`config.mk`:
```
export PLATFORM = sky130hd
export DESIGN_NAME = instr_fetch_unit
export DESIGN_NICKNAME = d
export VERILOG_FILES = /design/src/rtl/cpu_pkg.sv /design/src/rtl/instr_fetch_unit_jump_predecoder.sv /design/src/rtl/instr_fetch_unit.sv
export SDC_FILE = /design/constraint.sdc
export NUM_CORES = 1
export LEC_CHECK = 0
export BUFFER_PORTS_ARGS = -buffer_cell sky130_fd_sc_hd__buf_2
export CORE_MARGIN = 4
export CORE_UTILIZATION = 48
export CTS_CLUSTER_SIZE = 14
export DETAILED_ROUTE_END_ITERATION = 16
export PLACE_DENSITY = 0.79
export SLEW_MARGIN = 20
export SYNTH_ARGS = -nofsm -noshare
export SYNTH_HDL_FRONTEND = slang
export SYNTH_SLANG_ARGS = --single-unit
```
`constraint.sdc`:
```
create_clock -name clk -period 2.5 [get_ports clk]
set_clock_uncertainty 0.1 [all_clocks]
set_input_delay 0.125 -clock clk [delete_from_list [all_inputs] [get_ports clk]]
set_output_delay 0.125 -clock clk [all_outputs]
set_load 0.05 [all_outputs]
```
`src/rtl/cpu_pkg.sv`:
```
// rtl/cpu_pkg.sv - shared constants, opcode fields and fetch state type
package cpu_pkg;
  localparam int ADDR_W  = 16;
  localparam int INSTR_W = 32;
  localparam int OPC_HI  = 31;
  localparam int OPC_LO  = 26;
  localparam logic [5:0] OPC_JUMP = 6'b010100;

  typedef enum logic [1:0] {
    IDLE = 2'd0,
    RUN  = 2'd1,
    HALT = 2'd2
  } fetch_state_e;
endpackage

```
`src/rtl/instr_fetch_unit_jump_predecoder.sv`:
```
// rtl/instr_fetch_unit_jump_predecoder.sv - combinational detection of unconditional jumps
module jump_predecoder #(
  parameter int ADDR_W  = cpu_pkg::ADDR_W,
  parameter int INSTR_W = cpu_pkg::INSTR_W
) (
  input  logic [INSTR_W-1:0] instr_i,
  output logic               is_jump_o,
  output logic [ADDR_W-1:0]  target_o
);
  import cpu_pkg::*;

  // Bits between the target field and the opcode carry nothing for a jump.
  logic unused_mid_bits;

  assign is_jump_o       = (instr_i[OPC_HI:OPC_LO] == OPC_JUMP);
  assign target_o        = instr_i[ADDR_W-1:0];
  assign unused_mid_bits = ^instr_i[OPC_LO-1:ADDR_W];
endmodule

```
`src/rtl/instr_fetch_unit.sv`:
```
// rtl/instr_fetch_unit.sv - PC owner and IF/ID register for a zero-latency instruction memory
// Build option FETCH_JUMP_PREDECODE_EN follows unconditional jumps at fetch time.
module instr_fetch_unit #(
  parameter int                         ADDR_W   = cpu_pkg::ADDR_W,
  parameter int                         INSTR_W  = cpu_pkg::INSTR_W,
  parameter logic [cpu_pkg::ADDR_W-1:0] RESET_PC = '0
) (
  input  logic               clk,
  input  logic               rst,
  input  logic               start,
  output logic [ADDR_W-1:0]  imem_addr,
  input  logic [INSTR_W-1:0] imem_instr,
  input  logic               stall,
  input  logic               redirect_valid,
  input  logic [ADDR_W-1:0]  redirect_pc,
  input  logic               halt_req,
  output logic               if_valid,
  output logic [INSTR_W-1:0] if_instr,
  output logic [ADDR_W-1:0]  if_pc,
  output logic               if_predicted,
  output logic               halted
);
  import cpu_pkg::*;

  fetch_state_e       state_q, state_d;
  logic [ADDR_W-1:0]  pc_q, pc_d;
  logic [ADDR_W-1:0]  if_pc_q, if_pc_d;
  logic [INSTR_W-1:0] if_instr_q, if_instr_d;
  logic               if_valid_q, if_valid_d;
  logic               if_pred_q, if_pred_d;

  logic               jump_hit;
  logic               jump_self;
  logic [ADDR_W-1:0]  fetch_next_pc;

`ifdef FETCH_JUMP_PREDECODE_EN
  logic [ADDR_W-1:0]  jump_target;

  jump_predecoder #(
    .ADDR_W  (ADDR_W),
    .INSTR_W (INSTR_W)
  ) u_jump_predecoder (
    .instr_i   (imem_instr),
    .is_jump_o (jump_hit),
    .target_o  (jump_target)
  );

  assign jump_self     = jump_hit && (jump_target == pc_q);
  assign fetch_next_pc = jump_hit ? jump_target : pc_q + {{(ADDR_W-1){1'b0}}, 1'b1};
`else
  assign jump_hit      = 1'b0;
  assign jump_self     = 1'b0;
  assign fetch_next_pc = pc_q + {{(ADDR_W-1){1'b0}}, 1'b1};
`endif

  always_ff @(posedge clk or posedge rst) begin
    if (rst) begin
      state_q    <= IDLE;
      pc_q       <= RESET_PC;
      if_pc_q    <= '0;
      if_instr_q <= '0;
      if_valid_q <= 1'b0;
      if_pred_q  <= 1'b0;
    end else begin
      state_q    <= state_d;
      pc_q       <= pc_d;
      if_pc_q    <= if_pc_d;
      if_instr_q <= if_instr_d;
      if_valid_q <= if_valid_d;
      if_pred_q  <= if_pred_d;
    end
  end

  // A jump-to-self only halts when the word is actually consumed this edge.
  always_comb begin
    state_d = state_q;
    unique case (state_q)
      IDLE:    if (start) state_d = RUN;
      RUN: begin
        if (halt_req) state_d = HALT;
        else if (!redirect_valid && !stall && jump_self) state_d = HALT;
      end
      HALT:    state_d = HALT;
      default: state_d = IDLE;
    endcase
  end

  always_comb begin
    pc_d       = pc_q;
    if_pc_d    = if_pc_q;
    if_instr_d = if_instr_q;
    if_valid_d = if_valid_q;
    if_pred_d  = if_pred_q;
    case (state_q)
      RUN: begin
        if (halt_req || redirect_valid) begin
          if_valid_d = 1'b0;
          if_pred_d  = 1'b0;
          if (!halt_req) pc_d = redirect_pc;
        end else if (!stall) begin
          if_instr_d = imem_instr;
          if_pc_d    = pc_q;
          if_valid_d = 1'b1;
          if_pred_d  = jump_hit;
          pc_d       = fetch_next_pc;
        end
      end
      default: begin
        if_valid_d = 1'b0;
        if_pred_d  = 1'b0;
      end
    endcase
  end

  assign imem_addr    = pc_q;
  assign if_valid     = if_valid_q;
  assign if_instr     = if_instr_q;
  assign if_pc        = if_pc_q;
  assign if_predicted = if_pred_q;
  assign halted       = (state_q == HALT);
endmodule

```
# == Word level (Yosys, flattened, before mapping) ==
# Cells that the tools add are included.
# op_classes
n_addsub,1
n_mul,0
div_mod_pow,0
n_lt_le_gt_ge,0
n_eq_ne,7
shift,0
n_mux,12
n_bitwise,2
n_reduce_logical,5
# op_table
op,count
$mux 16,3
$add 16x1->16 const B,1
$mux 1,6
$ne 2x2->1 const B,3
$pmux 2 s3,1
$reduce_and 3->1,2
$mux 2,2
$ne 3x3->1 const B,1
$eq 2x1->1 const B,1
$eq 2x2->1 const B,1
$logic_not 2->1,1
$ne 2x1->1 const B,1
$not 1->1,2
$reduce_and 2->1,1
$logic_or 1x1->1,1
# word_totals
register_bits,68
latchBits,0
ram_bits,0
rom_bits,0
output_inout_bits,67
wordCells,33
memories,0

# == Logic depth before layout (Yosys ltp) ==
# Gate-level depths: netlist of the first run.
# depth
ltp_word,3
mapped_depth,7
mapped_depth_nobuf,6

# == Worst setup path before layout of the first run ==
# OpenSTA, ideal clock, no wires.
# synth_path
path_type,reg-to-reg
from,"reg pc_q[0], in the netlist imem_addr[0]"
to,"reg pc_q[12], in the netlist imem_addr[12]"
setup_ps,119
arrival_ps,1774
path_slack_ps,507
path_stages_with_launch,6
path_buffers,0
period_less_slack_ps,1993
path_cell_list,dfrtp_1 > ha_1 > nand3_1 > or3_1 > o22a_1 > o21a_1
# synth_via
elab_chain_cells,3
# synth_lines
item,line_no,rtl
from (decl),instr_fetch_unit.sv:26,"logic [ADDR_W-1:0] pc_q, pc_d;"
from (signal assigned),instr_fetch_unit.sv:66,pc_q <= pc_d;
$add 16x1->16,instr_fetch_unit.sv:53,"assign fetch_next_pc = pc_q + {{(ADDR_W-1){1'b0}}, 1'b1};"
$mux 16,instr_fetch_unit.sv:100,end else if (!stall) begin
$mux 16,instr_fetch_unit.sv:96,if (halt_req || redirect_valid) begin
# No other way between the ends. The select of a mux whose other input is x is not followed.
# A chain may end at the register's enable or synchronous reset.

# == Worst setup path in the final report of the first run ==
# layout_path
from,reg state_q[1]
to,"reg pc_q[11], in the netlist imem_addr[11]"
# layout_via
elab_chain_cells,2
# layout_lines
item,line_no,rtl
from (decl),instr_fetch_unit.sv:25,"fetch_state_e state_q, state_d;"
from (signal assigned),instr_fetch_unit.sv:65,state_q <= state_d;
$eq 2x1->1,instr_fetch_unit.sv:94,case (state_q)
$reduce_and 3->1 (no source line),-,
# No other way between the ends.

==> results.txt, run 1 <==
----------------------------------------------------
[Critical path]
  Slowest-stage cell, CP ... sky130_fd_sc_hd__dfrtp_1
  Largest stage delay on the critical path ... 380 ps
  Depth of the worst register-to-register path ... 7
  Crit path capture type ... flip-flop
  Startpoint type of the worst setup path ... flip-flop
  Critical path fanouts, max ... 9
  Required @ worst endpoint ... 2660 ps
  Worst setup path class ... reg -> reg
  Critical path arrival ... 2200 ps
  Worst path cell trace ... inv_1, ha_1, nor2b_1, o21ai_1, buf_4, a21oi_1, a2bb2oi_1

[Clock network]
  Number of clock buffers inserted by TritonCTS ... 9
  # Post-CTS Setup Buffers ... 0
  Clk_lat worst skew ... 340 ps
  Maximum level of the CTS H-tree ... 3
  Num Clock Sinks ... between 60 and 70
  Longest Clk Path Bufs ... 2
  Hold buffer count at cts ... 39
  Clock slew at reported path FFs ... 70 ps
  Cell at the root of the clock tree ... sky130_fd_sc_hd__clkbuf_8
  Number of cells upsized or downsized after cts ... 0
  CTS tree ... built

[Synth]
  Share of synthesized cell area in and, or, nand and nor gates ... 9.447%
  Post-synthesis adder-cell area fraction ... 1.665%
  Number of distinct library cells after synthesis ... 43
  Flip-flop cell with the highest count after synthesis ... sky130_fd_sc_hd__dfrtp_1
  Number of flops mapped to enable cells by yosys ... 0
  Number of warnings reported in the yosys synthesis log ... 0
  Share of the synthesized area in compound gates (AO/OA/AOI/OAI) ... between 10% and 20%
  Post-synthesis share of cell area spent on xor and xnor gates ... 0%
  Dominant combinational cell family by area after synthesis ... multiplexers
  Post-Synthesis Cells ... approximately 240
  Share of synthesized flip-flops with an asynchronous set or reset ... 100.0%
  Synthesized net count ... 300
  Synthesized area per cell ... about 12 um^2
  Post-synthesis instance area ... 3007 um^2
  Post-synthesis register bit count ... 67
  Multiplexer share of the synthesized area ... 17.56%
  Sequential element share of the synthesized area ... around 56%

[Timing]
  Final Hold Viols ... 0
  Number of pins exceeding their max-slew limit in the final report ... 0
  Final setup fails ... 0
  RSZ-0062 raised after global routing ... false
  Sum of negative setup slack ... 0 ps
  Final period utilization ... 81.54%
  Crit path setup slack, layout ... 461.6 ps
  Final critical-path required period ... 2038 ps
  Max Fclk ... 0.4906 GHz
  Worst Max-Slew Pin Slew ... 715.3 ps
  Worst slew margin relative to its limit ... between 50% and 60%

[GRT]
  Pin count of the biggest net entering global routing ... 38
  Number of antenna violations at the first check in global routing ... 0
  Number of global-route vias before repair ... 2656
  Combined global-route utilization of all metal layers ... 22.69%
  GRT overflow ... 0
  Wire length of the first global-routing pass ... between 10 and 15 mm

[Cells and area]
  Number of nets at the end of the flow ... 462
  Utilization after layout ... 70.74%
  Storage element area ... 1677 um^2
  Multi-input gate area in the final layout ... 1199 um^2
  ANT cells ... 0
  Most frequent cells in the layout ... 119 x sky130_fd_sc_hd__buf_2, 67 x sky130_fd_sc_hd__dfrtp_1, 44 x sky130_fd_sc_hd__mux2_2
  Layout filler cell count ... 440
  Post-synthesis to final-layout area growth ... 40.95%
  Leading cell type in the layout, fill and taps excluded ... sky130_fd_sc_hd__buf_2
  Share of post-route cells with drive strength above 1 ... about 46%

[Floorplan]
  Area of the core region ... 5991 um^2
  Overall die height ... 87.15 um
  Initial core utilization ... about half
  DIE AREA ... between 7000 and 8000 um^2
  Die X ... 87.15 um
  Boundary Pins ... 121
  Standard-cell rows ... 28

[Placement]
  IO Port Bufs ... ~120
  GPL Wtd Cong ... 0.8037
  Worst setup timing slack at the placement stage ... 431.4 ps
  Half-perimeter wire length after placement ... 5.196 mm

[Routing]
  Detail-routed via count per cell ... 5.335
  Overall routed net length ... 8.175 mm
  Violation count after the first detailed-routing iteration ... 227
  Vias ... around 2600
  DRC violations left ... 0
  Antenna-violating nets left ... 0
  Post-detailed-route wirelength per cell ... 16.93 um
  1st-pass router iterations ... 4

[Power and ir drop]
  VDD IR-drop max ... 1.089 mV
  Total power per unit cell area ... 1442 nW/um^2
  Post-layout total power ... 0.006109 W
  Pleak ... 2.090 nW

[Run]
  Max Cap Viol ... 0

[Run status]
  Status ... finished clean

[Min path]
  Worst hold path type ... in -> reg
  Count of cells along the worst hold path ... 3

----------------------------------------------------
[per-stage QoR]
stage / hold slack [ps] / instances / area, um^2
final: 27.27 / 483 / 4238
after global placement: 178.8 / 429 / 3672
after detailed placement: 184.2 / 429 / 3672
after CTS: 7.708 / 483 / 4238
after global routing: 38.19 / 483 / 4238
after floorplan: 159.7 / 242 / 3007
[cell type report]
cell class	instances	area share [%]
multi-input combinational	153	28.28
timing repair buffer	165	25.10
inverter	8	0.7086
sequential	67	39.56
tap	75	2.214
clock inverter	3	0.9448
clock buffer	12	3.189
[worst paths after layout]
kind | from | endpoint | slack, ps
max | state_q[1]$_DFFE_PP0P_ | imem_addr[11]$_DFFE_PP0P_ | 460
min | redirect_pc[6] | imem_addr[6]$_DFFE_PP0P_ | 30
max reg2reg | state_q[1]$_DFFE_PP0P_ | imem_addr[11]$_DFFE_PP0P_ | 460
min reg2reg | if_pc[5]$_DFFE_PP0P_ | if_pc[5]$_DFFE_PP0P_ | 390
max in group asynchronous | rst | if_pc[0]$_DFFE_PP0P_ | 1330
min in group asynchronous | rst | if_instr[15]$_DFFE_PP0P_ | 340
[Yosys cell counts, types with 2 or more instances]
library cell / count / area share, %
sky130_fd_sc_hd__buf_6: 5 / 1.9
sky130_fd_sc_hd__o22ai_1: 5 / 1.0
sky130_fd_sc_hd__nor3_1: 2 / 0.33
sky130_fd_sc_hd__nand3_1: 4 / 0.67
sky130_fd_sc_hd__dfrtp_1: 67 / 56
sky130_fd_sc_hd__a311oi_1: 2 / 0.58
sky130_fd_sc_hd__o21ai_0: 9 / 1.5
sky130_fd_sc_hd__inv_1: 8 / 1.0
sky130_fd_sc_hd__nand4_1: 6 / 1.2
sky130_fd_sc_hd__ha_1: 4 / 1.7
sky130_fd_sc_hd__mux2_2: 44 / 16
sky130_fd_sc_hd__and4_1: 4 / 1.2
sky130_fd_sc_hd__a2bb2oi_1: 5 / 1.5
sky130_fd_sc_hd__nand2_1: 10 / 1.2
sky130_fd_sc_hd__mux2_1: 2 / 0.75
sky130_fd_sc_hd__clkbuf_1: 2 / 0.25
sky130_fd_sc_hd__nor2_1: 11 / 1.4
sky130_fd_sc_hd__and3_1: 3 / 0.62
sky130_fd_sc_hd__o22a_1: 3 / 0.87
sky130_fd_sc_hd__a211oi_1: 2 / 0.50
sky130_fd_sc_hd__buf_2: 5 / 0.83
sky130_fd_sc_hd__a21oi_1: 16 / 2.7
sky130_fd_sc_hd__and2_1: 3 / 0.62
[worst max-delay path: cells and delay by family, from the launching register on]
kind            cells  cell delay, ps
flops               1             380
compound gates      3             600
simple gates        1             280
fa+ha+maj           1             240
buf+inv             2             350
[where the power goes]
part | internal (W) | total (W) | leakage, nW | switching [W]
registers | 0.00159 | 0.00199 | 0.827 | 0.000404
logic | 0.000883 | 0.00327 | 1.17 | 0.00239
clock network | 0.000453 | 0.000846 | 0.0902 | 0.000393
[routing by layer]
layer	track usage, %	part of all wire (%)	vias up
li1	-	-	1209
met1	29.65	41	1231
met2	35.27	47	124
met3	7.096	9.9	13
met4	9.066	1.7	0
met5	0	0	-
[sequential cells by signal (all words and copies together), names as in the netlist]
| name | cells |
|---|---|
| imem_addr | 16 |
| if_pc | 16 |
| if_instr | 32 |
| if_valid | 1 |
| state_q | 2 |
[cell families (layout without fill, tap and decap cells)]
kind of cell,after synthesis,in the layout
DFF,67,67
other,1,1
adders and majority gates,4,4
AOI/OAI and AO/OA,51,51
buffers and inverters,22,188
muxes,47,47
and+or+nand+nor,50,50
Power figures use the tool's default switching activity.
==> run 2, diff against run 1 <==
--- a/config.mk
+++ b/config.mk
@@ -5,12 +5,13 @@
 export SDC_FILE = /design/constraint.sdc
 export NUM_CORES = 1
 export LEC_CHECK = 0
+export ABC_AREA = 1
 export BUFFER_PORTS_ARGS = -buffer_cell sky130_fd_sc_hd__buf_2
 export CORE_MARGIN = 4
-export CORE_UTILIZATION = 48
+export CORE_UTILIZATION = 44
 export CTS_CLUSTER_SIZE = 14
 export DETAILED_ROUTE_END_ITERATION = 16
-export PLACE_DENSITY = 0.79
+export PLACE_DENSITY = 0.76
 export SLEW_MARGIN = 20
 export SYNTH_ARGS = -nofsm -noshare
 export SYNTH_HDL_FRONTEND = slang
==> constraint.sdc (replaced) <==
create_clock -name clk -period 1.87 [get_ports clk]
set_clock_uncertainty 0.1 [all_clocks]
set_input_delay 0.0935 -clock clk [delete_from_list [all_inputs] [get_ports clk]]
set_output_delay 0.0935 -clock clk [all_outputs]
set_load 0.05 [all_outputs]
==> results.txt, run 2 <==
----------------------------------------------------
[GRT]
  GRT overflow ... 0
  Combined global-route utilization of all metal layers ... 21.92%
  Pin count of the biggest net entering global routing ... 44
  Wire length of the first global-routing pass ... ~15 mm
  Number of global-route vias before repair ... 3000
  Number of antenna violations at the first check in global routing ... 0

[Floorplan]
  Standard-cell rows ... 30
  Initial core utilization ... 45.82%
  Area of the core region ... 6907 um^2
  Overall die height ... 92.81 um
  DIE AREA ... roughly 8600 um^2
  Die X ... a little over 90 um
  Boundary Pins ... 121

[Synth]
  Post-synth top area cell ... sky130_fd_sc_hd__dfrtp_1
  Library cell with the highest instance count after synthesis ... sky130_fd_sc_hd__dfrtp_1
  Number of warnings reported in the yosys synthesis log ... 0
  Synthesized area per cell ... 10.24 um^2
  Main area contributors after synthesis ... sky130_fd_sc_hd__dfrtp_1 53%, sky130_fd_sc_hd__mux2_4 13%, sky130_fd_sc_hd__nand2_1 7.5%, sky130_fd_sc_hd__o21ai_0 4.3%, sky130_fd_sc_hd__nor2_1 3.4%
  Top cells by instance count after synthesis ... 67 x sky130_fd_sc_hd__dfrtp_1, 63 x sky130_fd_sc_hd__nand2_1, 29 x sky130_fd_sc_hd__nor2_1
  Number of flops mapped to enable cells by yosys ... 0
  Post-synthesis instance area ... 3164 um^2
  Post-synthesis register bit count ... 67
  Share of synthesized flip-flops with an asynchronous set or reset ... 100.0%
  Number of distinct library cells after synthesis ... 24
  Flip-flop cell with the highest count after synthesis ... sky130_fd_sc_hd__dfrtp_1
  Sequential element share of the synthesized area ... a little over half
  Synthesized net count ... 367
  Post-Synthesis Cells ... 309
  Top cell type's share of synthesized area ... 52.99%

[Routing]
  Detail-routed via count per cell ... 4.978
  Vias ... about 2900
  1st-pass router iterations ... 4
  Antenna-violating nets left ... 0
  Overall routed net length ... 9.114 mm
  Violation count after the first detailed-routing iteration ... 132
  DRC violations left ... 0
  Post-detailed-route wirelength per cell ... roughly 16 um

[Cells and area]
  Multi-input gate area in the final layout ... 1306 um^2
  ANT cells ... 0
  Number of flip-flops under the largest register name ... 32
  Most frequent cells in the layout ... 119 x sky130_fd_sc_hd__buf_2, 67 x sky130_fd_sc_hd__dfrtp_1, 63 x sky130_fd_sc_hd__nand2_1
  Storage element area ... 1677 um^2
  Leading cell type in the layout, fill and taps excluded ... sky130_fd_sc_hd__buf_2
  Post-synthesis to final-layout area growth ... 44.96%
  Number of nets at the end of the flow ... 540
  Share of post-route cells with drive strength above 1 ... about 36%
  Utilization after layout ... 66.41%
  Layout filler cell count ... 573

[Placement]
  GPL Wtd Cong ... 0.7913
  Half-perimeter wire length after placement ... 6.011 mm
  IO Port Bufs ... 119

[Power and ir drop]
  Pleak ... 2.453 nW
  Total power per unit cell area ... approximately 1900 nW/um^2
  VDD IR-drop max ... 0.7589 mV

[Timing]
  RSZ-0062 raised after global routing ... false
  Number of pins exceeding their max-slew limit in the final report ... 0
  Final setup fails ... 0
  Final period utilization ... 90.61%
  Max Fclk ... 0.5902 GHz
  Final Hold Viols ... 0
  Final critical-path required period ... between 1500 and 2000 ps
  Sum of negative setup slack ... 0 ps

[Critical path]
  Worst path cell trace ... inv_1, ha_1, inv_1, nor2_2, o21ai_2, buf_4, a21oi_1, o21ai_0, o21ai_0
  Crit path capture type ... flip-flop
  Largest stage delay on the critical path ... 380 ps
  Critical path fanouts, max ... 16
  Worst setup path class ... reg -> reg
  Cell family with most CP delay ... compound AO/OA/AOI/OAI gates
  Slowest-stage cell, CP ... sky130_fd_sc_hd__dfrtp_1
  Startpoint type of the worst setup path ... flip-flop
  Critical path arrival ... 1850 ps
  Critical path buffer and inverter count ... 3
  Required @ worst endpoint ... 2020 ps

[Clock network]
  Cell at the root of the clock tree ... sky130_fd_sc_hd__clkbuf_8
  Clk_lat worst skew ... between 300 and 400 ps
  Num Clock Sinks ... between 60 and 70
  Maximum level of the CTS H-tree ... 3
  CTS tree ... built
  # Post-CTS Setup Buffers ... 0
  Clock slew at reported path FFs ... around 80 ps
  Number of clock buffers inserted by TritonCTS ... 9
  Longest Clk Path Bufs ... 2

[Run status]
  Status ... finished clean

[Run]
  Max Cap Viol ... 0

[Min path]
  Worst hold path type ... in -> reg

----------------------------------------------------
==> run 2: changes by cell type in the layout (fill, tap and decap cells not counted), moves of 6 or more <==
cell	previous run	this run
sky130_fd_sc_hd__nand2_1	10	63
sky130_fd_sc_hd__mux2_2	44	1
sky130_fd_sc_hd__mux2_4	0	27
sky130_fd_sc_hd__nor2_1	11	29
sky130_fd_sc_hd__o21ai_0	9	27
sky130_fd_sc_hd__inv_1	7	23
sky130_fd_sc_hd__nand3_1	4	18
sky130_fd_sc_hd__dlygate4sd3_1	39	48
sky130_fd_sc_hd__mux2_1	2	8
==> run 2: layout make-up <==
cell class | count | area share (%)
Sequential cell | 67 | 36.55
Tap cell | 96 | 2.619
Clock buffer | 10 | 2.782
Inverter | 25 | 2.182
Clock inverter | 6 | 1.964
Timing Repair Buffer | 174 | 25.42
Multi-Input combinational cell | 205 | 28.48
==> run 2: what timing repair did <==
action,in CTS,in global routing
hold buffers,48,0
endpoints found under the hold margin,63,0
endpoints found under the setup margin,0,3
gates resized for setup,0,1
==> run 2: worst paths after layout <==
path	startpoint	to	slack [ps]	cells past startpoint
worst max-delay path	state_q[1]$_DFFE_PP0P_	imem_addr[0]$_DFFE_PP0P_	180	9
worst min-delay path	redirect_pc[10]	imem_addr[10]$_DFFE_PP0P_	7	5
worst max register to register	state_q[1]$_DFFE_PP0P_	imem_addr[0]$_DFFE_PP0P_	180	9
worst min register to register	if_pc[2]$_DFFE_PP0P_	if_pc[2]$_DFFE_PP0P_	390	2
max in group asynchronous	rst	imem_addr[6]$_DFFE_PP0P_	890	4
min in group asynchronous	rst	if_instr[31]$_DFFE_PP0P_	250	3
==> run 2: logic make-up (layout without fill, tap and decap cells) <==
| family | count (synthesis) | count (layout) | synth area share, % |
|---|---|---|---|
| AND/OR/NAND/NOR | 117 | 117 | 15.66 |
| buffers and inverters | 37 | 215 | 5.733 |
| multiplexers | 36 | 36 | 16.01 |
| AO/OA/AOI/OAI | 47 | 47 | 7.908 |
| adder cells (fa/ha/maj) | 4 | 4 | 1.582 |
| other | 1 | 1 | 0.1185 |
| flip-flops | 67 | 67 | 52.99 |
==> run 2: layer usage <==
metal,share of wire (%),wire length [um],vias to the layer above,track usage (%)
li1,-,-,1371,-
met1,42,3834,1373,26.68
met2,47,4296,137,36.71
met3,8.0,730,21,5.443
met4,2.8,253,0,9.646
met5,0,0,-,0
==> run 2: worst min-delay path, delay by kind of cell <==
kind | cells | cell delay (ps)
buffers and inverters | 1 | 70
AND/OR/NAND/NOR | 4 | 240
==> run 2: where the power goes <==
| part | leakage, nW | total, W | switching (W) | internal [W] |
|---|---|---|---|---|
| combinational | 1.51 | 0.00462 | 0.00336 | 0.00126 |
| sequential | 0.840 | 0.00263 | 0.000530 | 0.00210 |
| clock | 0.106 | 0.00132 | 0.000564 | 0.000753 |
==> run 2: through the flow <==
step	cells	instance area (um^2)	hold slack, ps	power (W)	setup WS, ps
finish	583	4587	7.345	0.008570	175.7
global route	583	4587	26.34	0.009020	11.51
CTS	583	4584	4.856	0.008563	173.0
detailed placement	519	3886	49.43	0.007152	178.6
global placement	519	3886	36.92	0.007059	271.2
floorplan	309	3168	125.2	0.006029	66.31
